$ cat src/rtl/markov_puf_eval_ctrl.sv
// Evaluation sequencer for the Markov-CBO-PUF datapath: it takes one challenge, obfuscates it
// with the feedback history, launches the PUF, waits SETTLE cycles and returns the response.
module markov_puf_eval_ctrl #(
  parameter int             nStage  = 64,
  parameter int             K       = 2,
  parameter int             SETTLE  = 8,
  parameter logic [K-1:0]   FB_INIT = '0
) (
  input  logic              clk,
  input  logic              rst_n,
  input  logic              chal_valid,
  output logic              chal_ready,
  input  logic [nStage-1:0] chal_in,
  output logic [nStage-1:0] cbo_challenge_in,
  output logic [K-1:0]      cbo_feedback_in,
  input  logic [nStage-1:0] cbo_challenge_out,
  output logic [nStage-1:0] puf_challenge,
  output logic              puf_launch,
  input  logic              puf_response,
  output logic              resp_valid,
  input  logic              resp_ready,
  output logic              resp_bit,
  input  logic              fb_clear,
  output logic [15:0]       eval_count
);

  localparam int CW = (SETTLE > 1) ? $clog2(SETTLE) : 1;

  typedef enum logic [2:0] {IDLE, LOAD, LAUNCH, WAIT, CAPTURE, OUT} state_t;

  state_t        state;
  logic [CW-1:0] counter;
  logic [K-1:0]  history;
  logic [K-1:0]  history_shifted;

  // Shifting left and OR-ing in the new bit also covers K=1 without a special case.
  assign history_shifted = (history << 1) | K'(puf_response);
  assign cbo_feedback_in = history;

  // NOTE: every register below uses non-blocking assignment so all of them sample
  // the pre-edge values; a later assignment in the same edge simply overrides an earlier one.
  always_ff @(posedge clk or negedge rst_n) begin
    if (!rst_n) begin
      state            <= IDLE;
      chal_ready       <= 1'b1;
      puf_launch       <= 1'b0;
      resp_valid       <= 1'b0;
      resp_bit         <= 1'b0;
      cbo_challenge_in <= '0;
      puf_challenge    <= '0;
      history          <= FB_INIT;
      eval_count       <= '0;
      counter          <= '0;
    end else begin
      puf_launch <= 1'b0;
      case (state)
        IDLE: begin
          if (chal_valid && chal_ready) begin
            cbo_challenge_in <= chal_in;
            chal_ready       <= 1'b0;
            state            <= LOAD;
          end
        end
        LOAD: begin
          puf_challenge <= cbo_challenge_out;
          puf_launch    <= 1'b1;
          state         <= LAUNCH;
        end
        LAUNCH: begin
          counter <= '0;
          state   <= WAIT;
        end
        WAIT: begin
          if (counter == CW'(SETTLE - 1)) state <= CAPTURE;
          else                            counter <= counter + 1'b1;
        end
        CAPTURE: begin
          resp_bit   <= puf_response;
          history    <= history_shifted;
          eval_count <= eval_count + 16'd1;
          resp_valid <= 1'b1;
          state      <= OUT;
        end
        OUT: begin
          if (resp_ready) begin
            resp_valid <= 1'b0;
            chal_ready <= 1'b1;
            state      <= IDLE;
          end
        end
        default: begin
          resp_valid <= 1'b0;
          chal_ready <= 1'b1;
          state      <= IDLE;
        end
      endcase
      // Placed last so a clear coinciding with CAPTURE overrides the shift.
      if (fb_clear) history <= FB_INIT;
    end
  end

endmodule

$ cat config.mk
export PLATFORM = sky130hd
export DESIGN_NAME = markov_puf_eval_ctrl
export DESIGN_NICKNAME = d
export VERILOG_FILES = /design/src/rtl/markov_puf_eval_ctrl.sv
export SDC_FILE = /design/constraint.sdc
export NUM_CORES = 1
export LEC_CHECK = 0
export CORE_MARGIN = 2
export CORE_UTILIZATION = 44
export CTS_CLUSTER_SIZE = 16
export DETAILED_ROUTE_END_ITERATION = 7
export HOLD_SLACK_MARGIN = 0.03
export PLACE_DENSITY = 0.85
export SLEW_MARGIN = 5
export SYNTH_ARGS = -nofsm -noshare
export SYNTH_HDL_FRONTEND = slang
export SYNTH_SLANG_ARGS = --single-unit
$ cat constraint.sdc
create_clock -name clk -period 2.5 [get_ports clk]
set_clock_uncertainty 0.05 [all_clocks]
set_input_delay 0.375 -clock clk [delete_from_list [all_inputs] [get_ports clk]]
set_output_delay 0.375 -clock clk [all_outputs]
set_load 0.02 [all_outputs]
==> key figures <==
Status
  – Status: complete, no violations

Clock network
  – Total CTS buffers: 17
  – Setup Fix Bufs, Post-CTS: 0
  – Resize count post-CTS: 0
  – Clock Latency Late Sink: 410 ps
  – CTS tree: yes
  – Max Root-Sink Buffers: 2
  – CTS root buf: clkbuf_16
  – Clk slew on worst S/H paths: 60 ps
  – H-tree depth: 4
  – Clock tree sinks: 156
  – # hold bufs at CTS: 0

STA
  – RSZ-0062 raised after global routing: no
  – Max Fclk: 489 MHz
  – Setup_tns: 0 ps
  – Fin. max-slew vios: 0
  – Max-slew headroom: 43.4%
  – Post-route minimum period: 2050 ps
  – Final WS setup: 454 ps
  – Final Cycle Share: 81.9%
  – Final setup vio count: 0
  – Tightest Pin Transition: 849 ps
  – Hold Vio Cnt, Final: 0

Finish
  – ANT cells: 0
  – NumNets Final: 813
  – # fillers: 920
  – Area Overhead vs Synth: 58.5%
  – Most common cell after layout, fill and taps aside: clkdlybuf4s50_1
  – Most frequent cells in the layout: clkdlybuf4s50_1, dfrtp_1, mux2_1
  – Final Util: 70.4%
  – Layout cells sized above 1: 8.60%

Place
  – Port Buffer Count: 283
  – Pre-CTS WS: 423 ps
  – HPWL after detailed placement: 11,200 um
  – Final RePlAce weighted congestion: 0.741

Die
  – DIE WIDTH: 122 um
  – Starting Density: 44.4%
  – Num rows: 43
  – Core area: 13,700 um^2
  – I/O Pins: 284
  – Die Area: 14,800 um^2
  – Die height: 122 um

GRT
  – Largest net degree at the start of global routing: 157
  – First-pass GRT wire length: 23,000 um
  – GR peak layer: met2
  – Vias in the first global route: 4,496
  – Met3 usage in global routing: 7.72%
  – Total GRT Usage: 20.6%
  – Met1 Usage GRT: 21.6%
  – M2 GR Usage: 36.9%
  – Remaining global-route overflow: 0
  – Initial antenna violation count: 0

Worst setup path
  – R2R Path End: puf_challenge[28]
  – Flop2flop setup slack: 450 ps
  – Worst EP arrival: 2280 ps
  – Crit path kind: reg2reg
  – CP endpoint: puf_challenge[28]
  – WP data required: 2740 ps
  – CP Launch Point: state[2]
  – Worst setup EP type: flop
  – Worst R2R Path Depth: 4
  – R2r startpoint: state[2]
  – Crit path max fanout: 55
  – Worst Setup Start Kind: flop

Pwr
  – Pwr Density: 1220 nW/um^2
  – Tot Pwr: 11.8 mW
  – Peak VDD IR: 0.614 mV
  – LEAKAGE: 4.20 nW

Synth
  – Gate Count Post-Synth: 388
  – Net Count, Synth: 525
  – Async set-reset flop share out of synthesis: 100%
  – Count of different cell masters after synthesis: 35
  – Post-Syn Area: 6100 um^2
  – Post-synth top area share: 63.6%
  – Sequential fraction of the synthesis area: 64.1%
  – Synth Area per Inst: 15.7 um^2
  – Top cells by area, synth: dfrtp_1, mux2_1, mux2_2, buf_6, xnor2_1
  – Synth Register Bits: 156
  – Largest area contributor in the netlist: dfrtp_1
  – Synth Flop Type: dfrtp_1
  – Number of enable flip-flop cells after synthesis: 0
  – Warnings from Yosys: 0

Drt
  – Post-route ant nets: 0
  – Routed len/inst: 17.7 um
  – Drt first pass iters: 4
  – Vias per cell: 4.92
  – Initial detailed-routing violation count: 156
  – Drt total wl: 15,300 um
  – # DRC: 0
  – Vias: 4,265

Flow run
  – Maxcap violations: 0

Min path
  – Worst hold-check path type: in2async
[per-stage QoR]
| step | cell area (um^2) | std cells | hold slack [ps] |
|---|---|---|---|
| after floorplan | 6100 | 388 | 29.4 |
| after global placement | 9060 | 837 | 417 |
| after detailed placement | 9060 | 837 | 424 |
| after CTS | 9660 | 866 | 73.4 |
| after global routing | 9660 | 866 | 33.0 |
| final | 9660 | 866 | 2.86 |
[kinds of logic after synthesis]
group,count (synthesis),synth area share [%]
flops,156,64.1
mux,130,24.0
simple gates,43,4.37
buf+inv,24,3.20
compound gates,17,1.60
xor+xnor,15,2.16
fa+ha+maj,3,0.616
[synthesized netlist by cell type, types with 2 or more instances]
library cell / n
a21oi_1: 7
a22oi_1: 2
and3_1: 3
buf_2: 3
buf_6: 13
dfrtp_1: 155
ha_1: 3
inv_1: 6
mux2_1: 113
mux2_2: 16
nand2_1: 11
nand2b_1: 3
nand3_1: 5
nand4_1: 4
nor2_1: 6
nor3_1: 2
nor3_2: 2
o21ai_0: 2
o21ai_1: 3
xnor2_1: 12
xor2_1: 3
[state kept, by name (all words and copies together) (netlist names)]
register and flops:
puf_launch 1, cbo_challenge_in 64, eval_count 16, resp_bit 1
cbo_feedback_in 2, puf_challenge 64, counter 3, state 3
resp_valid 1, chal_ready 1
[worst max-delay path, cell delays in order, from the launching register on]
cell	delay, ps
dfrtp_1	520
nand2b_1	260
nor2_4	330
buf_12	320
mux2_1	370
[worst min path at each step]
stage                    startpoint                   end  slack, ps  cells after the start
2_1_floorplan                 rst_n   cbo_challenge_in[0]         30                      0
3_3_place_gp      puf_challenge[14]     puf_challenge[14]        420                      1
3_5_place_dp   cbo_challenge_in[39]  cbo_challenge_in[39]        420                      1
4_1_cts                       rst_n  cbo_challenge_in[32]         70                      2
5_1_grt                       rst_n  cbo_challenge_in[32]         30                      2
6_report                      rst_n  cbo_challenge_in[32]          3                      2
[layout make-up]
| type | instances | area [um^2] | area share [%] |
|---|---|---|---|
| multi-input cells | 208 | 2000 | 20.7 |
| clock inverters | 7 | 113 | 1.17 |
| inverters | 6 | 22.5 | 0.233 |
| repair buffers | 287 | 2900 | 30.0 |
| clock buffers | 22 | 494 | 5.11 |
| flip-flops and latches | 156 | 3910 | 40.4 |
| well taps | 180 | 225 | 2.33 |
[per-layer routing]
layer,up-vias,part of all wire (%)
met4,0,2.6
met3,31,8.6
met5,-,0
met2,174,54
met1,2133,35
li1,1927,-
[where the power goes]
part	switching (mW)	internal [mW]
sequential	0.571	3.57
clock	0.937	1.68
combinational	2.39	2.60
total	3.90	7.86
No activity file was read; power rests on OpenSTA's default activity.
